<file path="src/rtl/phys_pkg.sv">
// Shared definitions for the physics step scheduler: phase encoding and
// default timing/frame parameters.
package phys_pkg;

    typedef enum logic [2:0] {
        ST_IDLE  = 3'd0,
        ST_FETCH = 3'd1,
        ST_LOAD  = 3'd2,
        ST_VEL   = 3'd3,
        ST_POS   = 3'd4,
        ST_COLL  = 3'd5,
        ST_STORE = 3'd6
    } phase_e;

    localparam int unsigned DEFAULT_RELOAD     = 98;
    localparam int unsigned DEFAULT_NUM_BODIES = 4;

    // A von Neumann machine needs its own fetch slot; Harvard fetches during LOAD.
    function automatic phase_e first_phase(input logic vn_mode);
        return vn_mode ? ST_FETCH : ST_LOAD;
    endfunction

endpackage

</file>
<file path="src/rtl/phys_tick_divider.sv">
// Free-running down-counter producing a one-cycle tick every RELOAD+1 cycles;
// reload_now restarts the period so the first tick lands RELOAD+1 cycles later.
module phys_tick_divider #(
    parameter int unsigned RELOAD = 98
) (
    input  logic clk,
    input  logic rst_n,
    input  logic reload_now,
    output logic tick
);

    localparam logic [6:0] RELOAD_V = 7'(RELOAD);

    logic [6:0] count_q;

    always_ff @(posedge clk or negedge rst_n) begin
        if (!rst_n) begin
            count_q <= RELOAD_V;
        end else if (reload_now || (count_q == 7'd0)) begin
            count_q <= RELOAD_V;
        end else begin
            count_q <= count_q - 7'd1;
        end
    end

    assign tick = (count_q == 7'd0);

endmodule

</file>
<file path="src/rtl/phys_step_scheduler.sv">
// Frame sequencer for a physics step engine: walks each body through
// fetch/load/velocity/position/collision/store, one phase per divider tick.
module phys_step_scheduler
    import phys_pkg::*;
#(
    parameter int unsigned RELOAD     = DEFAULT_RELOAD,
    parameter int unsigned NUM_BODIES = DEFAULT_NUM_BODIES
) (
    input  logic       clk,
    input  logic       rst_n,
    input  logic       start,
    input  logic       halt,
    input  logic       von_neumann,
    output logic       busy,
    output logic [2:0] phase,
    output logic [1:0] body_idx,
    output logic       ifetch_en,
    output logic       mem_rd_en,
    output logic       alu_vel_en,
    output logic       alu_pos_en,
    output logic       coll_en,
    output logic       mem_wr_en,
    output logic       frame_done,
    output logic [7:0] frame_cnt
);

    localparam logic [1:0] LAST_BODY = 2'(NUM_BODIES - 1);

    phase_e     state_q, state_d;
    logic [1:0] body_q, body_d;
    logic [7:0] frame_cnt_q, frame_cnt_d;
    logic       halt_pend_q, halt_pend_d;
    logic       mode_q, mode_d;
    logic       reload_now;
    logic       tick;

    phys_tick_divider #(.RELOAD(RELOAD)) u_tick_divider (
        .clk        (clk),
        .rst_n      (rst_n),
        .reload_now (reload_now),
        .tick       (tick)
    );

    always_ff @(posedge clk or negedge rst_n) begin
        if (!rst_n) begin
            state_q     <= ST_IDLE;
            body_q      <= 2'd0;
            frame_cnt_q <= 8'd0;
            halt_pend_q <= 1'b0;
            mode_q      <= 1'b0;
        end else begin
            state_q     <= state_d;
            body_q      <= body_d;
            frame_cnt_q <= frame_cnt_d;
            halt_pend_q <= halt_pend_d;
            mode_q      <= mode_d;
        end
    end

    always_comb begin
        state_d     = state_q;
        body_d      = body_q;
        frame_cnt_d = frame_cnt_q;
        halt_pend_d = halt_pend_q;
        mode_d      = mode_q;
        reload_now  = 1'b0;
        ifetch_en   = 1'b0;
        mem_rd_en   = 1'b0;
        alu_vel_en  = 1'b0;
        alu_pos_en  = 1'b0;
        coll_en     = 1'b0;
        mem_wr_en   = 1'b0;
        frame_done  = 1'b0;

        if (state_q == ST_IDLE) begin
            halt_pend_d = 1'b0;
            // A halt arriving with start cancels the launch outright.
            if (start && !halt) begin
                reload_now = 1'b1;
                mode_d     = von_neumann;
                state_d    = first_phase(von_neumann);
                body_d     = 2'd0;
            end
        end else begin
            if (halt) begin
                halt_pend_d = 1'b1;
            end
            if (tick) begin
                case (state_q)
                    ST_FETCH: begin
                        ifetch_en = 1'b1;
                        state_d   = ST_LOAD;
                    end
                    ST_LOAD: begin
                        mem_rd_en = 1'b1;
                        ifetch_en = !mode_q;
                        state_d   = ST_VEL;
                    end
                    ST_VEL: begin
                        alu_vel_en = 1'b1;
                        state_d    = ST_POS;
                    end
                    ST_POS: begin
                        alu_pos_en = 1'b1;
                        state_d    = ST_COLL;
                    end
                    ST_COLL: begin
                        coll_en = 1'b1;
                        state_d = ST_STORE;
                    end
                    ST_STORE: begin
                        mem_wr_en = 1'b1;
                        if (body_q == LAST_BODY) begin
                            frame_done  = 1'b1;
                            frame_cnt_d = frame_cnt_q + 8'd1;
                            body_d      = 2'd0;
                            mode_d      = von_neumann;
                            if (halt_pend_q || halt) begin
                                state_d     = ST_IDLE;
                                halt_pend_d = 1'b0;
                            end else begin
                                state_d = first_phase(von_neumann);
                            end
                        end else begin
                            body_d  = body_q + 2'd1;
                            state_d = first_phase(mode_q);
                        end
                    end
                    default: state_d = ST_IDLE;
                endcase
            end
        end
    end

    assign busy      = (state_q != ST_IDLE);
    assign phase     = state_q;
    assign body_idx  = body_q;
    assign frame_cnt = frame_cnt_q;

endmodule

</file>
<file path="config.mk">
export PLATFORM = sky130hd
export DESIGN_NAME = phys_step_scheduler
export DESIGN_NICKNAME = d
export VERILOG_FILES = /design/src/rtl/phys_pkg.sv /design/src/rtl/phys_tick_divider.sv /design/src/rtl/phys_step_scheduler.sv
export SDC_FILE = /design/constraint.sdc
export NUM_CORES = 1
export LEC_CHECK = 0
export BUFFER_PORTS_ARGS = -buffer_cell sky130_fd_sc_hd__buf_4
export CAP_MARGIN = 20
export CORE_UTILIZATION = 52
export CTS_CLUSTER_DIAMETER = 200
export DETAILED_ROUTE_END_ITERATION = 8
export GPL_TIMING_DRIVEN = 0
export PLACE_DENSITY = 0.79
export SLEW_MARGIN = 20
export SYNTH_ARGS = -nofsm -noshare
export SYNTH_HDL_FRONTEND = slang
export SYNTH_SLANG_ARGS = --single-unit
</file>
<file path="constraint.sdc">
create_clock -name clk -period 2 [get_ports clk]
set_input_delay 0.3 -clock clk [delete_from_list [all_inputs] [get_ports clk]]
set_output_delay 0.3 -clock clk [all_outputs]
set_load 0.03 [all_outputs]
</file>
Word level (Yosys, flattened, before mapping)
Index checks and enable logic that the tools add are counted.

Output and inout bits: 21. Bits in registers: 22. Logic and storage cells: 82. Bits of input ports: 5.

Add/sub/neg operators: 3. Reductions and logical operators: 15. Equal/unequal tests: 8. Bitwise operators: 1. Mux-type cells: 49.

Operators with widths (count): 2-to-1 mux 1 bit (34); one-hot mux 3 bit (6 select lines) (1); 2-to-1 mux 2 bit (8); 2-to-1 mux 3 bit (4); == test 3 bit, second input constant (3); adder 8 x 1 -> 8 bit, second input constant (1); AND reduction 4 bit (2); zero test 7 bit (1); 2-to-1 mux 7 bit (1); subtractor 7 x 1 -> 7 bit, second input constant (1); == test 3 x 2 -> 1 bit, second input constant (2); nonzero test 2 bit (3); == test 3 x 1 -> 1 bit, second input constant (1); zero test 3 bit (1); AND reduction 3 bit (1); nonzero test 3 bit (1); adder 2 x 1 -> 2 bit, second input constant (1); == test 2 bit, second input constant (1); zero test 1 bit (2); logical OR 1 bit (2); inequality test 2 x 1 -> 1 bit, second input constant (1); one-hot mux 1 bit (2 select lines) (1); AND reduction 2 bit (1); logical AND 1 bit (1); NOT 1 bit (1).

Logic depth before layout (Yosys ltp)
Gate-level depths: netlist of the first run.

Depth after elaboration: 6. Depth in mapped cells: 6. Gate-level depth less buffers: 6.

Modules after synthesis
A second synthesis of the first run with hierarchy kept.

Cells, all modules: 113. Area total of the unflattened synthesis: 1166.1 µm².

By module, submodules not included: phys_step_scheduler (seq. area each 375.4 µm², cells an instance 80, times used 1, area each 812.0 µm²); phys_tick_divider (seq. area each 178.9 µm², cells an instance 33, times used 1, area each 354.1 µm²).

Worst setup path after synthesis of the first run
OpenSTA, ideal clock, no wires.

Kind: register to output. Start: reg u_tick_divider.count_q[3]. End: out mem_rd_en. Stages on the path, launching flop included: 4. Slack: -0.052 ns. Path buffers: 0. Required time: 1.700 ns. Data arrival time: 1.752 ns. Path through: dfrtp_1 -> nor4_1 -> nand2_1 -> nor3_1.

Longest elaborated chain between the ends: 3.

Ends and longest elaborated chain: from (decl) (line phys_tick_divider.sv:14) `logic [6:0] count_q;`; from (signal assigned) (line phys_tick_divider.sv:22) `count_q <= count_q - 7'd1;`; zero test 7 bit (line phys_tick_divider.sv:26) `assign tick = (count_q == 7'd0);`; 2-to-1 mux 1 bit (line phys_step_scheduler.sv:88) `if (tick) begin`; 2-to-1 mux 1 bit (line phys_step_scheduler.sv:75) `if (state_q == ST_IDLE) begin`; to (decl) (line phys_step_scheduler.sv:18) `output logic mem_rd_en,`.

No other way between the ends.

Worst setup path after layout of the first run
Start: reg u_tick_divider.count_q[3]. End: out alu_vel_en.

Longest elaborated chain between the ends: 3.

Ends and longest elaborated chain: zero test 7 bit (line phys_tick_divider.sv:26); 2-to-1 mux 1 bit (line phys_step_scheduler.sv:88); 2-to-1 mux 1 bit (line phys_step_scheduler.sv:75); to (decl) (line phys_step_scheduler.sv:19) `output logic alu_vel_en,`.

No other way between the ends.

==> reports/summary.md, run 1 <==
The run finished, with violations left. The final reports fail on negative setup slack. TritonCTS built the clock tree.

After detailed routing, the number of vias per cell comes to 5.71. Most used flip-flop cell after synthesis: sky130_fd_sc_hd__dfrtp_1. The logs give 0.00244 mm² for the die outline area and 0.15 ns for the internal reg-to-reg setup slack.

For the worst setup path, the data arrival time is 1.82 ns. The logs give 1 for the number of levels in the clock H-tree and 57.2% for the starting density of the core. The average instance in the mapped netlist occupies 9.74 µm². Layout overhead on the synthesized area: 38.5%.

By area the synthesized netlist is led by sky130_fd_sc_hd__dfrtp_1, sky130_fd_sc_hd__dfstp_2, sky130_fd_sc_hd__xnor2_1. The clock drives 22 sinks. The final HPWL from detailed placement is 1.84 mm.

The net count of the finished layout is 171. The first global-routing pass estimated 4.54 mm of wire. The finished layout holds 188 standard cells, fillers aside. Setup total negative slack on the finished layout was measured at -0.293 ns.

After clock tree synthesis, the clock-pin slew on the worst setup and hold paths is 0.13 ns. The width of the die works out to 49.4 µm. STA classifies the critical path endpoint as a primary output. For this design the static power due to leakage is 0.000742 µW.

Setup repair after global routing could not meet its margin everywhere. The total inserted antenna cells is 0. Clock root buffer: sky130_fd_sc_hd__clkbuf_4.

The count of nets left with antenna violations once routing finished came out at 0. The core outline area is 0.00204 mm². Setup violations remaining at the end of the flow were counted as 4. For this run, the slowest stage of the critical path takes 0.47 ns. The run gives -0.118 ns as the worst setup slack after layout. The most common cell in the synthesized netlist is sky130_fd_sc_hd__dfrtp_1. The number of global-route vias before repair came out at 961.

By count the netlist is led by sky130_fd_sc_hd__dfrtp_1, sky130_fd_sc_hd__nand2_1, sky130_fd_sc_hd__nor2_1, sky130_fd_sc_hd__xnor2_1, sky130_fd_sc_hd__nor3_1. The critical path goes through nor4_4 > nand2_2 > nor2_4 > and3_1 > buf_6. The min-delay analysis places its worst path in the category input pin to register. Between clock sinks in the finished design, the worst skew comes to 0.00536 ns. Detailed routing inserted a total of 1073 vias. The total of buffers placed on input and output ports works out to 25. Across every metal layer, demand over resource in global routing totals 24.5%.

The number of nets in the synthesized netlist is 129, and the global-route met2 utilization is 42.0%. In this run, placement finished with an instance count of 172. After the first detailed-routing iteration, the DRC count stood at 29. After global routing the overflow that remains totals 0. The post-synthesis async set-or-reset flop share is 100%, and the power density of the placed cells is 501 mW/mm².

For the max-slew violation count, the log shows 0. The share of the clock period used by the worst path came out at 106%. Synthesis handed over a netlist of 120 instances. The post-synthesis register bit count was 22; the final-report hold violation count was 0. The number of rows created at floorplan is 16. For this run, the share of the core covered by cells in the final layout is 79.3%. The congestion estimate from routability-driven global placement came to 0.913. Summing every instance area after synthesis gives 0.00117 mm². The top cell type by total area after synthesis was sky130_fd_sc_hd__dfrtp_1.

The count of yosys warnings during synthesis is 0. From bottom edge to top edge, the die measures 49.4 µm. The wire length per cell after detailed routing is 16.9 µm, and the global-route met3 utilization is 3.74%. The met1 usage was 33.1%.

The number of distinct library cell variants in the gate-level netlist after synthesis is 36. Pin placement for this block handled 26 I/O pins. For this run, the register share of the synthesized area comes to 47.4%. The biggest fanout along the worst timing path is 4, and the number of flops mapped to enable cells by yosys is 0. The smallest clock period supported by the final layout is computed as 2.12 ns. The start-to-end type of the worst setup path is register to primary output. The first detailed-routing pass ran for 4 iterations. For this run, design rule violations remaining after detail routing come to 0.

For this run, the top clock speed supported by timing is 472 MHz. The tools report the initial antenna violation count as 0. For the pin with the worst max-slew slack, the measured transition is 0.485 ns. The peak ir drop on the vdd network is 0.444 mV.

The largest individual stage delay along the critical path comes from the cell sky130_fd_sc_hd__dfrtp_2. The final layout contains routed wiring with a total length of 3.18 mm. The clock passes through at most 2 buffers. After global routing, the most crowded layer is met2.

The tool flagged a number of max-cap violations equal to 0. The data required time at the worst endpoint was 1.70 ns. The run gives 0.31 ns as the worst-skew pair later-pin latency. The worst relative slew slack is 67.6%.

The number of clock buffers added by TritonCTS is 3. Of the post-synthesis cell area, the dominant cell type holds 40.7%. In the final layout, the share of cells above drive strength 1 is 39.1%. Entering global routing, the biggest net connects 23 pins.

The worst setup path is launched from a register.
==> registers in the layout, summed over array words and instances, names as in the netlist <==
name / flops
body_idx: 2
frame_cnt: 8
halt_pend_q: 1
mode_q: 1
phase: 3
u_tick_divider.count_q: 7
==> final timing paths <==
check | from | end | cells after the start
max | u_tick_divider.count_q[3] | alu_vel_en | 5
min | von_neumann | mode_q | 2
max reg2reg | u_tick_divider.count_q[3] | frame_cnt[5] | 4
min reg2reg | u_tick_divider.count_q[0] | u_tick_divider.count_q[0] | 1
max in group asynchronous | rst_n | u_tick_divider.count_q[1] | 2
min in group asynchronous | rst_n | frame_cnt[4] | 2
==> placed cells by master (no fill, tap or decap), drive strengths merged, types with 3 or more instances in the layout <==
cell | synthesis | routed
xor2 | 4 | 4
nor3 | 8 | 8
ha | 4 | 4
inv | 4 | 4
dfrtp | 19 | 19
clkbuf | 3 | 5
o21ai | 4 | 4
nand2 | 16 | 16
and2 | 3 | 3
buf | 0 | 37
xnor2 | 8 | 8
dfstp | 3 | 3
nand3 | 4 | 4
nor2 | 14 | 14
==> report_power, final <==
| group | internal (µW) | switching, µW | total (µW) | leakage [µW] |
|---|---|---|---|---|
| Clock | 202 | 143 | 345 | 0.0000279 |
| Sequential | 445 | 0.0000000000000261 | 445 | 0.000261 |
| Combinational | 7.05 | 12.9 | 19.9 | 0.000453 |
| Total | 655 | 156 | 810 | 0.000742 |
==> timing repair <==
| item | in CTS | in global routing |
|---|---|---|
| setup endpoints to repair | 7 | 7 |
| resized for setup | 9 | 10 |
| hold endpoints to repair | 19 | 0 |
| hold buffers | 1 | 0 |
| setup buffers | 7 | 5 |
| pin swaps | 3 | 6 |
==> metrics by stage <==
stage	worst slack (ns)	hold WS, ns	instance area, µm²	total power (µW)
after CTS	-0.0181	0.273	1550	806
after global placement	-0.0229	0.201	1400	471
final	-0.118	0.281	1620	810
after floorplan	0.0217	0.00441	1180	455
after detailed placement	-0.0284	0.207	1400	472
after global routing	-0.195	0.265	1620	833
==> critical path, delay by kind of cell (launching register included) <==
kind	cells	cell delay, ns
buffers and inverters	1	0.15
DFF	1	0.47
and+or+nand+nor	4	0.89
==> area by class of cell <==
type,count,area [µm²]
Clock buffer,3,22.5
Timing Repair Buffer,38,307
Fill cell,144,423
Clock inverter,1,30.0
Tap cell,27,33.8
Inverter,4,15.0
Multi-Input combinational cell,91,642
Sequential cell,22,559
Buffer,2,10.0
==> routing by layer <==
metal	share of wire [%]	routed length [µm]
met3	5.9	186
met4	2.8	89
met2	49	1570
met5	0	0
met1	42	1330
==> kinds of logic after synthesis <==
kind of cell    share of synthesized area [%]
flops                                    47.4
mux                                      2.25
simple gates                             26.0
buf+inv                                  2.25
fa+ha+maj                                4.28
compound gates                           8.78
xor+xnor                                 8.99
Power figures use the tool's default switching activity.
==> run 2, diff against run 1 <==
Settings changed: ABC_AREA from default to 1, CORE_UTILIZATION 52 to 54, PLACE_DENSITY 0.79 to 0.8, TNS_END_PERCENT from default to 10.
==> run 2 against run 1 <==
The flow now finishes without violations. Critical path depth rose by 3. Via count increased by 25%. Synthesized area increased by 16%. Register-to-register slack better by 0.28 ns. Clock skew grew 0.0042 ns. First-iteration DRC count down 21%. Largest power group unchanged. Combinational power increased by 22%. Global-route usage grew 0.093 points. Highest routed layer unchanged. Clock power decreased by 39%. Non-clock buffer count decreased by 5.
==> reports/summary.md, run 2 <==
Dividing the final minimum period by the clock period gives 99.9%. The worst register-to-register path ends at u_tick_divider.count_q[5]. The run gives 0.00177 mm² as the final cell area excluding filler cells. The flow ran to the end, and the final reports show no timing, DRC or antenna violations. Across the routed clock network, the largest skew measured is 0.00956 ns. Global routing consumed, over all layers together, 24.6% of the routing resources. At the worst endpoint, the arrival time is 1.70 ns. Post-synthesis async set-or-reset flop share: 100%. Leaving out fill and tap cells, the most frequent cells in the layout are sky130_fd_sc_hd__nand2_1, sky130_fd_sc_hd__buf_4, sky130_fd_sc_hd__nand3_1, sky130_fd_sc_hd__inv_1, sky130_fd_sc_hd__dfrtp_1.

The flip-flop count of the largest register, all copies and words added was 8; the width of the die was 52.2 µm. The layout overhead on the synthesized area is 29.7%. Core outline area: 0.00230 mm². Initial antenna violation count: 0. Leaving out fill and tap cells, the most frequent cell in the layout is sky130_fd_sc_hd__nand2_1. The run gives 0 as the max-slew violation count. Synthesized netlist cell count: 182. Among all flip-flop cells after synthesis, the most frequent one is sky130_fd_sc_hd__dfrtp_1. The count of final setup violators is 0, and the number of buffers inserted during clock tree synthesis is 3.

The commonest cells after synthesis are sky130_fd_sc_hd__nand2_1, sky130_fd_sc_hd__nand3_1, sky130_fd_sc_hd__inv_1, sky130_fd_sc_hd__dfrtp_1, sky130_fd_sc_hd__nor2_1. Row generation in the floorplan step produced 17 rows. In this run the power density over the cells is 387 mW/mm². The number of levels in the clock H-tree is 1, and the number of nets in the synthesized netlist is 191.

For the pin with the worst max-slew slack, the measured transition is 0.349 ns. The via total after detailed routing was 1339. Of all nets on the critical path, the largest fanout is 5. Once detailed placement completed, the half-perimeter wirelength came to 2.16 mm. STA classifies the critical path endpoint as a primary output. The clock-pin slew reported for the worst setup and hold paths after clock tree synthesis was 0.13 ns. The final weighted congestion in routability-driven placement was 0.822; the ratio of routed vias to standard cells was 5.40. sky130_fd_sc_hd__dfrtp_1 takes more of the synthesized area than any other cell.

The worst setup path is launched from a register. The tools report the worst min-delay path endpoint as mode_q. The startpoint of the worst-slack reg-to-reg timing path is u_tick_divider.count_q[0]. The number of global-route vias before repair is 1181, and the count of filler cells inserted in the layout is 164. The later pin in the worst-skew pair is clocked with a latency of 0.31 ns.

After synthesis, the cell types taking the most area are sky130_fd_sc_hd__dfrtp_1, sky130_fd_sc_hd__nand2_1, sky130_fd_sc_hd__nand3_1. The synthesized design contains 22 register bits. The run gives 500 MHz as the maximum frequency from static timing analysis.

In this run the cell area of the synthesized design comes to 0.00136 mm². For the worst-case setup slack after placement, the log shows 0.268 ns. Counting flops with a built-in enable in the synthesized netlist gives 0. The total inserted antenna cells is 0, and the final antenna-violating net count is 0. STA puts the critical path data required time at 1.70 ns.

The min-delay analysis places its worst path in the category input pin to register. The first detailed-routing pass took 6 iterations. Across all register-to-register paths, the minimum setup slack is 0.43 ns. Summed over all cells, the static leakage comes to 0.000945 µW.

The worst path meets setup with 0.00197 ns of slack. On the final layout, the worst hold slack is 0.214 ns. Power comes to 682 µW.

Counting instances, the worst hold path has a depth of 3. The total wire length after detailed routing was 3.19 mm. Final-report hold violation count: 0. For this run the aggregate overflow at the end of global routing stands at 0.

The die height was 52.2 µm; the total of buffers placed on input and output ports was 25. Max-cap violations in this run came to 0. After the first detailed-routing iteration, the DRC count stood at 23. The average instance in the mapped netlist occupies 7.48 µm². The placement-stage cell area was 0.00158 mm². After detailed placement, the design holds a cell count of 235.

Counting distinct cell types in the post-synthesis netlist gives 26. The tools report the peak ir drop on the vdd network as 0.407 mV. The tools report the startpoint of the worst hold path as von_neumann. The worst path needs 2.00 ns of the cycle, external delays included. The share of the synthesized area in the top cell type was 34.9%; the share of synthesized area occupied by flip-flops and latches was 40.7%. TritonCTS built the clock tree. After detailed routing, the average wire length per cell comes to 12.9 µm. sky130_fd_sc_hd__nand2_1 is the most common cell in the netlist.

The run gives 26 as the number of I/O pins. The first global-routing pass estimated 5.02 mm of wire. The ratio of cells with drive above 1 in the final layout was 32.3%. The cell sitting at the root of the clock tree is a sky130_fd_sc_hd__clkbuf_4. Number of cells in the finished layout apart from fillers: 248.

Yosys printed 0 warnings. In the routed design, unresolved DRC markers number 0. Buffer levels on the longest clock path: 2. Measured against its own limit, the worst slew margin works out to 76.7%. For this configuration, the core starts out at a cell density of 59.3%. The number of cells on the worst reg-to-reg path is 10.

The logs give 0.00273 mm² for the die outline area and 23 for the maximum number of pins on one net before global-route repair. The critical path is of the register to primary output type. Setup repair after global routing could not meet its margin everywhere.

The number of nets in the layout is 230. The clock sink total was 22.
-- run 2: logic make-up (layout without fill, tap and decap cells) --
kind of cell | count (synthesis) | in the layout | synth area share [%]
buffers and inverters | 26 | 64 | 7.72
adders and majority gates | 4 | 4 | 3.68
DFF | 22 | 22 | 40.7
and+or+nand+nor | 120 | 120 | 42.6
AOI/OAI and AO/OA | 5 | 5 | 2.11
xor gates and xnor gates | 5 | 5 | 3.22
-- run 2: power by group --
group          leakage, µW  total, µW  internal, µW  switching [µW]
sequential        0.000267        447           446           0.465
combinational     0.000663       24.3          9.00            15.3
clock            0.0000150        212          77.7             134
-- run 2: timing repair --
| action | in CTS | in global routing |
|---|---|---|
| cloned | 0 | 0 |
| endpoints found under the hold margin | 19 | 0 |
| hold buffers | 1 | 0 |
| resized for setup | 5 | 16 |
| endpoints found under the setup margin | 4 | 7 |
| setup buffers | 2 | 6 |
| pin swaps | 1 | 3 |
-- run 2: critical path, cell delays in order (launching register included) --
cell,delay [ns]
sky130_fd_sc_hd__dfrtp_1,0.41
sky130_fd_sc_hd__inv_2,0.08
sky130_fd_sc_hd__ha_4,0.15
sky130_fd_sc_hd__nand2_4,0.06
sky130_fd_sc_hd__nor2_4,0.16
sky130_fd_sc_hd__nand2_4,0.08
sky130_fd_sc_hd__buf_4,0.16
sky130_fd_sc_hd__nor3_2,0.11
sky130_fd_sc_hd__buf_4,0.18
-- run 2: final cells by class --
cell class / instances / area (µm²) / area share (%)
Sequential cell: 22 / 556 / 31.5
Clock buffer: 4 / 26.3 / 1.49
Buffer: 1 / 11.3 / 0.638
Timing Repair Buffer: 34 / 258 / 14.6
Tap cell: 28 / 35.0 / 1.98
Inverter: 25 / 93.8 / 5.32
Multi-Input combinational cell: 134 / 786 / 44.5
-- run 2: how the worst max path moves through the flow --
stage / from / to / slack (ns) / cells past startpoint
2_1_floorplan: u_tick_divider.count_q[0] / mem_wr_en / -0.13 / 6
4_1_cts: u_tick_divider.count_q[0] / alu_pos_en / 0.003 / 7
3_3_place_gp: u_tick_divider.count_q[0] / mem_wr_en / 0.30 / 7
6_report: u_tick_divider.count_q[0] / alu_pos_en / 0.002 / 8
3_5_place_dp: u_tick_divider.count_q[0] / mem_wr_en / 0.27 / 7
5_1_grt: u_tick_divider.count_q[0] / alu_pos_en / -0.08 / 8
-- run 2: per-layer routing --
layer | wire (µm) | GRT usage [%] | up-vias
met2 | 1620 | 43.2 | 43
met1 | 1410 | 31.8 | 637
met4 | 37 | 6.14 | 0
met3 | 118 | 3.48 | 6
li1 | - | - | 653
met5 | 0 | 0 | -
-- run 2: through the flow --
stage               TNS, ns  util [%]
global route         -0.177      76.9
detailed placement        0      69.0
global placement          0      69.0
finish                    0      76.9
floorplan            -0.131         -
CTS                       0      72.1
